[src/rtl/dir_pad_if.sv]
// dir_pad_if: button inputs and direction outputs between board pins and snake core
interface dir_pad_if;
  logic [3:0] btn_raw;
  logic [3:0] direction;
  logic [1:0] moveway;
  logic dir_valid;
  logic [3:0] btn_level;
  modport master (output btn_raw, input direction, moveway, dir_valid, btn_level);
  modport slave (input btn_raw, output direction, moveway, dir_valid, btn_level);
endinterface

[src/rtl/dir_pad_encoder.sv]
// dir_pad_encoder: debounced, arbitrated one-hot heading from four buttons; REVERSE_BLOCK_EN drops 180-degree reversals
module dir_pad_encoder #(
  parameter int DEBOUNCE_CYCLES = 500000,
  parameter int CNT_W = 19
) (
  input logic clk,
  input logic clear,
  dir_pad_if.slave pad
);
  typedef enum logic [1:0] {IDLE, PRESS, HELD, REL} st_t;
  localparam logic [CNT_W-1:0] LAST = CNT_W'(DEBOUNCE_CYCLES - 1);
  logic [3:0] s1, s2, pe, level, opp, legal, dir_q;
  logic [1:0] win, mw_q;
  logic dv_q;
  // two-flop synchroniser for the asynchronous buttons
  always_ff @(posedge clk) begin
    if (clear) begin
      s1 <= '0;
      s2 <= '0;
    end else begin
      s1 <= pad.btn_raw;
      s2 <= s1;
    end
  end
  for (genvar g = 0; g < 4; g++) begin : g_db
    st_t st, st_nx;
    logic [CNT_W-1:0] cnt, cnt_nx, inc;
    logic pe_q, lvl;
    assign inc = (cnt == '1) ? cnt : cnt + 1'b1;
    // state, counter and one-cycle press edge on entry to HELD
    always_ff @(posedge clk) begin
      if (clear) begin
        st <= IDLE;
        cnt <= '0;
        pe_q <= 1'b0;
      end else begin
        st <= st_nx;
        cnt <= cnt_nx;
        pe_q <= (st == PRESS) && (st_nx == HELD);
      end
    end
    // debounce transitions: a level is accepted after DEBOUNCE_CYCLES equal samples
    always_comb begin
      st_nx = st;
      cnt_nx = cnt;
      case (st)
        IDLE: if (s2[g]) begin
          st_nx = PRESS;
          cnt_nx = CNT_W'(1);
        end
        PRESS: if (!s2[g]) begin
          st_nx = IDLE;
          cnt_nx = '0;
        end else begin
          cnt_nx = inc;
          if (cnt == LAST) st_nx = HELD;
        end
        HELD: if (!s2[g]) begin
          st_nx = REL;
          cnt_nx = CNT_W'(1);
        end
        default: if (s2[g]) begin
          st_nx = HELD;
          cnt_nx = '0;
        end else begin
          cnt_nx = inc;
          if (cnt == LAST) st_nx = IDLE;
        end
      endcase
    end
    // debounced level is high while held or still confirming a release
    always_comb lvl = (st == HELD) || (st == REL);
    assign pe[g] = pe_q;
    assign level[g] = lvl;
  end
`ifdef REVERSE_BLOCK_EN
  assign opp = {dir_q[0], dir_q[1], dir_q[2], dir_q[3]};
`else
  assign opp = '0;
`endif
  assign legal = pe & ~opp;
  // priority right > left > down > up; bit index doubles as the moveway code
  always_comb win = legal[3] ? 2'd3 : legal[0] ? 2'd0 : legal[1] ? 2'd1 : 2'd2;
  // accept the winning edge one cycle after it appears
  always_ff @(posedge clk) begin
    if (clear) begin
      dir_q <= 4'b1000;
      mw_q <= 2'b11;
      dv_q <= 1'b0;
    end else begin
      dv_q <= |legal;
      if (|legal) begin
        dir_q <= 4'b0001 << win;
        mw_q <= win;
      end
    end
  end
  assign pad.direction = dir_q;
  assign pad.moveway = mw_q;
  assign pad.dir_valid = dv_q;
  assign pad.btn_level = level;
endmodule

[src/flat_wrapper.sv]
// flat-port wrapper written by rule: the top's interface ports become plain ports
module dir_pad_encoder_flat 
#(
  parameter int DEBOUNCE_CYCLES = 500000,
  parameter int CNT_W = 19
)
  (clk, clear, pad_btn_raw, pad_direction, pad_moveway, pad_dir_valid, pad_btn_level);
  dir_pad_if pad_i ();
  input logic clk;
  input logic clear;
  input wire logic [$bits(pad_i.btn_raw)-1:0] pad_btn_raw;
  output wire logic [$bits(pad_i.direction)-1:0] pad_direction;
  output wire logic [$bits(pad_i.moveway)-1:0] pad_moveway;
  output wire logic [$bits(pad_i.dir_valid)-1:0] pad_dir_valid;
  output wire logic [$bits(pad_i.btn_level)-1:0] pad_btn_level;
  assign pad_i.btn_raw = pad_btn_raw;
  assign pad_direction = pad_i.direction;
  assign pad_moveway = pad_i.moveway;
  assign pad_dir_valid = pad_i.dir_valid;
  assign pad_btn_level = pad_i.btn_level;
  dir_pad_encoder #(.DEBOUNCE_CYCLES(DEBOUNCE_CYCLES), .CNT_W(CNT_W)) u_core (.clk(clk), .clear(clear), .pad(pad_i));
endmodule
[config.mk]
export PLATFORM = sky130hd
export DESIGN_NAME = dir_pad_encoder_flat
export DESIGN_NICKNAME = d
export VERILOG_FILES = /design/src/rtl/dir_pad_if.sv /design/src/rtl/dir_pad_encoder.sv /design/src/flat_wrapper.sv
export SDC_FILE = /design/constraint.sdc
export NUM_CORES = 1
export LEC_CHECK = 0
export CORE_MARGIN = 2
export CORE_UTILIZATION = 40
export DETAILED_ROUTE_END_ITERATION = 10
export PLACE_DENSITY = 0.54
export SYNTH_ARGS = -nofsm -noshare
export SYNTH_HDL_FRONTEND = slang
export SYNTH_SLANG_ARGS = --single-unit
[constraint.sdc]
create_clock -name clk -period 2.6 [get_ports clk]
set_clock_uncertainty 0.1 [all_clocks]
set_input_delay 0.26 -clock clk [delete_from_list [all_inputs] [get_ports clk]]
set_output_delay 0.26 -clock clk [all_outputs]
set_load 0.02 [all_outputs]
==> run metrics, run 1 <==
outcome complete, no violations; CP max-delay cell dfxtp_1; synth warn 0; RSZ-0062 raised after global routing false; syn avg cell area 8.51 um2; DP Area 5490 um2; gpl congestion 0.863; Syn Inst Count 608; Arr. time, crit path 2.35 ns; CP max stage delay 0.43 ns; CP max FO 8; TritonCTS clock tree yes; Nets 629; top cell type's share of synthesized area 0.399; CP cell instances ha_1 -> nand3_1 -> nor4_4 -> a21oi_1 -> a311oi_1 -> a41o_1; Fmax 466 MHz; final setup fails 0; nature of the critical path startpoint flop; layout cell share with drive strength beyond 1 0.0897; drc violations 0; final wirelength 11.1 mm; synthesized area 5170 um2; die area 13,900 um2; I/O pin count 17; most common cell in the synthesized netlist dfxtp_1; first-pass GRT wire length 19.0 mm; Final min period 2.15 ns; drt via density 5.51; leading post-synthesis cells by cell area dfxtp_1, nor2_1, xor2_1; Worst-path clk slew 0.07 ns; Site Rows 41; class of the worst hold path input port to flop; routed len/inst 13.9 um; die width 118 um; synthesis-to-layout area growth 12.3%; max-slew violations 0; Max VDD drop 0.338 mV; DP Wirelength 7.85 mm; P_leak 1.89 nW; total congestion overflow 0; effective utilization at floorplan 0.410; # resized after CTS 0; max-cap violations 0; Primary FF master, synth dfxtp_1; fin area 5810 um2; CP Class flop to flop; largest net degree at the start of global routing 19; total power divided by cell area 544 nW/um2; Routed Antenna Nets 0; relative slew slack 0.458; initial antenna violation count 0; area leader, netlist dfxtp_1; Setup Buffers After CTS 0; asr flop ratio synth 0; drt first pass iters 7; Core Region 12,600 um2; hold-fix buffers at CTS 0; Commonest cells post-synth dfxtp_1, nor2_1, a21oi_1, nand3_1; Slew @ Worst Pin 0.805 ns; Clock Path Buffers 2; Req. time, crit path 2.80 ns; synthesized flop and latch total 103; ANT cells 0; starting DRC count in detailed routing 355; clk_lat worst skew 0.35 ns; gr usage total 0.164; Non-Filler Instances 796; Port Buffers 16; Critical Path Sink Type flop; final critical-path share of the clock period 0.825; post-synthesis sequential area ratio 0.399; Final Hold Viols 0; Synth Net Count 618; Post-synth EDFFs 0; sum of negative setup slack 0 ns; number of global-route vias before repair 4,044; Num CTS Buffers 9; die height 118 um; via count 4,387; Clock Tree Root clkbuf_16; post-synthesis cell type count 67; H-tree levels 3; Cell Count Post-Placement 780; # clock sinks 103
-- sequential cells by signal, summed over array words and instances, names as in the netlist --
name / count
u_core.g_db.cnt: 76
u_core.g_db.pe_q: 4
u_core.g_db.st: 8
u_core.pad.dir_valid: 1
u_core.pad.direction: 4
u_core.pad.moveway: 2
u_core.s1: 4
u_core.s2: 4
-- final timing paths --
path                          from               endpoint  slack (ns)  cells past startpoint
max          u_core.g_db[3].cnt[0]  u_core.g_db[3].cnt[7]        0.45                      6
min                          clear           u_core.s1[0]        0.18                      2
max reg2reg  u_core.g_db[3].cnt[0]  u_core.g_db[3].cnt[7]        0.45                      6
min reg2reg           u_core.s1[0]           u_core.s2[0]        0.35                      1
-- area by class of cell --
type | instances | area [um2]
Timing Repair Buffer | 27 | 238
Clock buffer | 9 | 225
Multi-Input combinational cell | 466 | 2930
Fill cell | 1272 | 6810
Sequential cell | 103 | 2060
Inverter | 12 | 45.0
Tap cell | 172 | 215
Clock inverter | 7 | 96.3
-- logic make-up (layout without fill, tap and decap cells) --
group,count (synthesis),count (layout),synth area share
adders and majority gates,4,4,0.00968
muxes,5,5,0.00968
AOI/OAI and AO/OA,105,105,0.131
xor gates and xnor gates,55,55,0.0931
buffers and inverters,39,55,0.0351
and+or+nand+nor,297,297,0.323
DFF,103,103,0.399
-- power by group --
| group | internal (W) | switching [W] | total (W) | leakage, nW |
|---|---|---|---|---|
| clock network | 0.000845 | 0.000623 | 0.00147 | 0.148 |
| registers | 0.00159 | 0.0000109 | 0.00160 | 0.832 |
| logic | 0.0000354 | 0.0000601 | 0.0000955 | 0.914 |
-- layout by cell type, fill, tap and decap left out, types with 4 or more instances in the layout --
cell	Yosys	final
and3_1	20	20
clkdlybuf4s50_1	0	15
nand4_1	28	28
a21oi_1	37	37
inv_1	12	12
nor3_1	22	22
mux2i_1	5	5
clkbuf_16	0	9
nand3_1	30	30
dfxtp_1	103	103
a31oi_1	9	9
nor4_1	16	16
nor4b_1	6	6
o211ai_1	9	9
nand2b_1	4	4
xnor2_1	27	27
nand2_1	28	28
o21ai_0	19	19
o21bai_1	4	4
buf_4	4	11
or3_1	8	8
nor2b_1	9	9
and2_1	5	5
xor2_1	28	28
ha_1	4	4
nor2_1	86	86
-- through the flow --
step           hold slack, ns  power [W]  setup WS, ns   util
2_1_floorplan           0.288    0.00169         0.697      -
3_3_place_gp            0.322    0.00173         0.574  0.435
3_5_place_dp            0.333    0.00173         0.493  0.435
4_1_cts                 0.179    0.00320         0.478  0.460
5_1_grt                 0.196    0.00328         0.266  0.460
6_report                0.180    0.00316         0.454  0.460
-- worst max-delay path: cells and delay by family, from the launching register on --
kind | cells | cell delay, ns
fa+ha+maj | 1 | 0.26
compound gates | 3 | 0.65
flops | 1 | 0.43
simple gates | 2 | 0.65
-- routing by layer --
layer / vias to the layer above / track usage / routed length (um) / part of all wire
met1: 2068 / 0.222 / 5480 / 0.50
met5: - / 0 / 0 / 0
met3: 13 / 0.0291 / 338 / 0.031
li1: 2239 / - / - / -
met2: 67 / 0.258 / 5060 / 0.46
met4: 0 / 0.0685 / 189 / 0.017
(Power assumes the default switching activity.)
==> run 2, diff against run 1 <==
==> constraint.sdc (replaced) <==
create_clock -name clk -period 2.2 [get_ports clk]
set_clock_uncertainty 0.1 [all_clocks]
set_input_delay 0.22 -clock clk [delete_from_list [all_inputs] [get_ports clk]]
set_output_delay 0.22 -clock clk [all_outputs]
set_load 0.02 [all_outputs]
==> run 2 against run 1 <==
Effect of this change: sequential share of layout area is 0.26 points lower; die area unchanged; count of clock-buffer cells in the layout increased by 2; critical endpoint is now u_core.g_db[3].cnt[8].
==> run metrics, run 2 (same netlist as run 1, synthesis figures left out) <==
setup slack, reg-to-reg 0.18 ns (was 0.45 ns); Routed Antenna Nets 0 (unchanged); reg-to-reg endpoint u_core.g_db[3].cnt[8] (was u_core.g_db[3].cnt[7]); Num CTS Buffers 9 (unchanged); Fillers 1,254 (was 1,272); final setup fails 0 (unchanged); largest net degree at the start of global routing 28 (was 19); drt first pass iters 4 (was 7); TritonCTS clock tree yes (unchanged); die height 118 um (unchanged); DP Area 5560 um2 (was 5490 um2); outcome complete, no violations (unchanged); # clock sinks 103 (unchanged); commonest non-fill, non-tap cell in the layout dfxtp_1 (unchanged); WHS 0.207 ns (was 0.180 ns); net switching power 0.000784 W (was 0.000694 W); Core Region 12,600 um2 (unchanged); starting DRC count in detailed routing 298 (was 355); max reg flops 76 (unchanged); synthesis-to-layout area growth 13.2% (was 12.3%); max-cap violations 0 (unchanged); clk_lat worst skew 0.35 ns (about the same); Slew @ Worst Pin 0.584 ns (was 0.805 ns); relative slew slack 0.608 (was 0.458); ANT cells 0 (unchanged); Arr. time, crit path 2.17 ns (was 2.35 ns); Cell Count Post-Placement 790 (was 780); DP Wirelength 8.06 mm (was 7.85 mm); sum of negative setup slack 0 ns (unchanged); Critical Path End u_core.g_db[3].cnt[8] (was u_core.g_db[3].cnt[7]); class of the worst hold path input port to flop (unchanged); number of global-route vias before repair 3,986 (was 4,044); crit path launch u_core.g_db[3].cnt[0] (unchanged); Top Registers u_core.g_db.cnt (76), u_core.g_db.st (8) (unchanged); gr usage total 0.164 (about the same); H-tree levels 3 (unchanged); drc violations 0 (unchanged); Site Rows 41 (unchanged); Comb power frac 0.031 (was 0.030); Critical Path Sink Type flop (unchanged); Nets 640 (was 629); Port Buffers 16 (unchanged); total power divided by cell area 611 nW/um2 (was 544 nW/um2); P_leak 1.94 nW (was 1.89 nW); Final Hold Viols 0 (unchanged); R2R Path Start u_core.g_db[3].cnt[0] (unchanged); Fmax 494 MHz (was 466 MHz); hold-fix buffers at CTS 0 (unchanged); most frequent cells in the layout dfxtp_1, nor2_1, a21oi_1 (unchanged); via count 4,349 (was 4,387); final critical-path share of the clock period 0.920 (was 0.825); RSZ-0062 raised after global routing false (unchanged); total congestion overflow 0 (unchanged); effective utilization at floorplan 0.410 (unchanged); Clock Tree Root clkbuf_16 (unchanged); Clock Power Share 0.440 (was 0.464); Layout Utilization 0.464 (was 0.460); Worst-path clk slew 0.07 ns (about the same); Final min period 2.02 ns (was 2.15 ns); Req. time, crit path 2.34 ns (was 2.80 ns); P_int 0.00279 W (was 0.00247 W); initial antenna violation count 0 (unchanged); Non-Filler Instances 806 (was 796); first-pass GRT wire length 19.0 mm (unchanged); I/O pin count 17 (unchanged); Clock Path Buffers 2 (unchanged); gpl congestion 0.828 (was 0.863); routed len/inst 13.8 um (was 13.9 um); Max VDD drop 0.385 mV (was 0.338 mV); layout cell share with drive strength beyond 1 0.101 (was 0.0897); die width 118 um (unchanged); drt via density 5.40 (was 5.51); max-slew violations 0 (unchanged); Reg with most FFs u_core.g_db.cnt (unchanged); final wirelength 11.1 mm (about the same); CP max FO 6 (was 8); switch share 0.219 (was 0.220); CP Class flop to flop (unchanged); sequential power share 0.528 (was 0.505); die area 13,900 um2 (unchanged); Worst R2R Path Depth 7 (was 6); nature of the critical path startpoint flop (unchanged); fin area 5850 um2 (was 5810 um2)
-- run 2: changes by cell type in the layout (fill, tap and decap cells not counted), sizes merged --
cell | before | now
buf | 12 | 23
clkbuf | 9 | 11
clkinvlp | 3 | 1
bufinv | 2 | 1
clkinv | 1 | 2
inv | 13 | 12
-- run 2: power by group through the flow --
stage	Sequential, W	Combinational [W]	Clock, W
final	0.00189	0.000112	0.00157
after global placement	0.00193	0.000112	0
after floorplan	0.00193	0.0000743	0
after CTS	0.00189	0.000114	0.00161
after global routing	0.00189	0.000126	0.00170
after detailed placement	0.00193	0.000114	0
-- run 2: timing repair --
action,4_1_cts,5_1_grt
setup buffers,0,1
resized for setup,0,1
endpoints found under the setup margin,0,1
-- run 2: final cells by class --
cell class,count,area (um2),share of cell area
multi-input cells,466,2930,0.501
flip-flops and latches,103,2060,0.352
repair buffers,38,320,0.0547
clock buffers,11,233,0.0398
well taps,172,215,0.0368
clock inverters,4,47.5,0.00812
inverters,12,45.0,0.00770
-- run 2: metrics by stage --
| step | total power [W] | setup WS (ns) |
|---|---|---|
| 2_1_floorplan | 0.00200 | 0.297 |
| 3_3_place_gp | 0.00204 | 0.262 |
| 3_5_place_dp | 0.00205 | 0.186 |
| 4_1_cts | 0.00361 | 0.169 |
| 5_1_grt | 0.00372 | 0.0365 |
| 6_report | 0.00358 | 0.177 |
-- run 2: critical path: stages, from the launching register on --
cell and delay (ns):
dfxtp_1 0.35, ha_1 0.25, nand3_1 0.24, nor4_4 0.09
buf_4 0.17, a2111oi_1 0.48, xnor2_1 0.18, nor2_1 0.05
-- run 2: worst min-delay path by stage --
| stage | cells after the start | endpoint | slack [ns] | from |
|---|---|---|---|---|
| after global routing | 2 | u_core.g_db[1].cnt[1] | 0.23 | clear |
| after floorplan | 1 | u_core.s1[0] | 0.25 | pad_btn_raw[0] |
| after CTS | 2 | u_core.g_db[1].cnt[1] | 0.21 | clear |
| after global placement | 1 | u_core.s2[3] | 0.33 | u_core.s1[3] |
| final | 2 | u_core.g_db[1].cnt[1] | 0.21 | clear |
| after detailed placement | 1 | u_core.s2[3] | 0.33 | u_core.s1[3] |
-- run 2: layer usage --
| layer | up-vias | global-route usage | share of wire |
|---|---|---|---|
| met5 | - | 0 | 0 |
| met3 | 14 | 0.0310 | 0.021 |
| met1 | 2034 | 0.221 | 0.50 |
| met2 | 47 | 0.257 | 0.46 |
| li1 | 2254 | - | - |
| met4 | 0 | 0.0700 | 0.019 |
==> run 3, diff against run 2 <==
--- a/config.mk
+++ b/config.mk
@@ -5,7 +5,6 @@
 export SDC_FILE = /design/constraint.sdc
 export NUM_CORES = 1
 export LEC_CHECK = 0
-export CORE_MARGIN = 2
 export CORE_UTILIZATION = 40
 export DETAILED_ROUTE_END_ITERATION = 10
 export PLACE_DENSITY = 0.54
==> run 3 against run 2 <==
Effect of this change: the flow now finishes with violations (DRC); largest power group unchanged; critical endpoint is now u_core.g_db[0].cnt[0]; combinational power up 6%; clock power up 16%; first-iteration DRC count down 25%; final cell count up 0.62%; sequential power about the same; core utilization up 0.79 points; maximum frequency up 2.3%; global-route usage up 2.0 points; critical path depth down 2; sequential share of layout area down 0.59 points; via count up 2.3%; design area up 1.7%.
==> run metrics, run 3 (same netlist as run 1, synthesis figures left out) <==
total power divided by cell area 643 nW/um2 (was 611 nW/um2); CP max-delay cell or3_1 (was a2111oi_1); Routed Antenna Nets 0 (unchanged); drt via density 5.48 (was 5.40); nature of the critical path startpoint flop (unchanged); final critical-path share of the clock period 0.899 (was 0.920); Site Rows 41 (unchanged); Cell Count Post-Placement 793 (was 790); Num CTS Buffers 9 (unchanged); total congestion overflow 0 (unchanged); Worst Hold Path Cells 2 (unchanged); Slew @ Worst Pin 0.576 ns (was 0.584 ns); die area 13,400 um2 (was 13,900 um2); H-tree levels 3 (unchanged); number of global-route vias before repair 4,107 (was 3,986); Worst path depth 5 (was 7); max-cap violations 0 (unchanged); via count 4,447 (was 4,349); starting DRC count in detailed routing 224 (was 298); largest net degree at the start of global routing 27 (was 28); Arr. time, crit path 2.13 ns (was 2.17 ns); Final Hold Viols 0 (unchanged); CP cell instances nand3_1 -> or3_1 -> nor2_4 -> a21oi_1 -> a2111oi_2 (was ha_1 -> nand3_1 -> nor4_4 -> buf_4 -> a2111oi_1 -> xnor2_1 -> nor2_1); relative slew slack 0.606 (was 0.608); Reg with most FFs u_core.g_db.cnt (unchanged); die width 116 um (was 118 um); Req. time, crit path 2.35 ns (was 2.34 ns); Tot Pwr 0.00383 W (was 0.00358 W); hold-fix buffers at CTS 0 (unchanged); Non-Filler Instances 811 (was 806); CP Class flop to flop (unchanged); TritonCTS clock tree yes (unchanged); met2 Track Usage GR 0.307 (was 0.257); Core Region 12,600 um2 (unchanged); outcome finished, violations left (was complete, no violations); GR peak layer met2 (unchanged); Nets 644 (was 640); ANT cells 0 (unchanged); Critical Path Sink Type flop (unchanged); Top Registers u_core.g_db.cnt (76), u_core.g_db.st (8) (unchanged); failing checks DRC; met1 usage 0.235 (was 0.221); layout cell share with drive strength beyond 1 0.111 (was 0.101); final setup fails 0 (unchanged); Final min period 1.98 ns (was 2.02 ns); drt first pass iters 8 (was 4); class of the worst hold path input port to flop (unchanged); Worst path top cell family by delay simple AND/OR/NAND/NOR gates (was compound AO/OA/AOI/OAI gates); effective utilization at floorplan 0.410 (unchanged); # clock sinks 103 (unchanged); commonest non-fill, non-tap cell in the layout dfxtp_1 (unchanged); Max VDD drop 0.361 mV (was 0.385 mV); drc violations 2 (was 0); die height 116 um (was 118 um); most frequent cells in the layout dfxtp_1, nor2_1, a21oi_1 (unchanged); CP max FO 6 (unchanged); sum of negative setup slack 0 ns (unchanged); DP Wirelength 8.36 mm (was 8.06 mm); initial antenna violation count 0 (unchanged); first-pass GRT wire length 19.5 mm (was 19.0 mm); final wirelength 11.5 mm (was 11.1 mm); RSZ-0062 raised after global routing false (unchanged); synthesis-to-layout area growth 15.1% (was 13.2%); Global Route met3 Usage 0.0497 (was 0.0310); CP max stage delay 0.53 ns (was 0.48 ns); max-slew violations 0 (unchanged); Bufs and invs on worst path 0 (was 1); Port Buffers 16 (unchanged); clk_lat worst skew 0.35 ns (about the same); max reg flops 76 (unchanged); gr usage total 0.184 (was 0.164); Clock Path Buffers 2 (unchanged); gpl congestion 0.870 (was 0.828); Worst-path clk slew 0.07 ns (about the same); Fmax 505 MHz (was 494 MHz); Clock Tree Root clkbuf_16 (unchanged); I/O pin count 17 (unchanged); P_leak 2.01 nW (was 1.94 nW); routed len/inst 14.2 um (was 13.8 um); Worst R2R Path Depth 5 (was 7)
## run 3: changes by cell type in the layout (fill, tap and decap cells not counted), sizes merged
cell	delta
buf	+4
clkinv	+1
clkbuf	-1
clkinvlp	-1
bufinv	+2
## run 3: final cells by class
type / count / area, um2
clock buffer: 10 / 229
clock inverter: 6 / 109
fill: 1281 / 6670
inverter: 12 / 45.0
multi-input combinational: 466 / 2940
sequential: 103 / 2060
tap: 172 / 215
timing repair buffer: 42 / 350
## run 3: final timing paths
kind	start	slack, ns	endpoint
setup / recovery	u_core.g_db[0].cnt[16]	0.22	u_core.g_db[0].cnt[0]
hold / removal	clear	0.20	u_core.g_db[1].cnt[1]
setup reg to reg	u_core.g_db[0].cnt[16]	0.22	u_core.g_db[0].cnt[0]
hold reg to reg	u_core.s1[1]	0.34	u_core.s2[1]
## run 3: power by group
part / internal [W] / total [W] / switching [W] / leakage, nW
Sequential: 0.00188 / 0.00189 / 0.0000129 / 0.832
Combinational: 0.0000459 / 0.000119 / 0.0000732 / 1.01
Clock: 0.00111 / 0.00182 / 0.000707 / 0.166
Total: 0.00303 / 0.00383 / 0.000793 / 2.01
## run 3: metal layers
layer / wire [um] / part of all wire
met4: 148 / 0.013
met1: 5550 / 0.48
met3: 409 / 0.036
met5: 0 / 0
met2: 5390 / 0.47
## run 3: timing repair
action,CTS,global route
buffers inserted,0,2
setup endpoints to repair,0,2
resized for setup,0,2
## run 3: stage by stage
step           worst slack (ns)  hold WS [ns]  instance area [um2]   util
6_report                  0.222         0.199                 5950  0.472
3_3_place_gp              0.237         0.328                 5590  0.443
2_1_floorplan             0.297         0.248                 5170      -
5_1_grt                  0.0545         0.239                 5950  0.472
4_1_cts                   0.132         0.206                 5920  0.469
3_5_place_dp              0.149         0.328                 5590  0.443
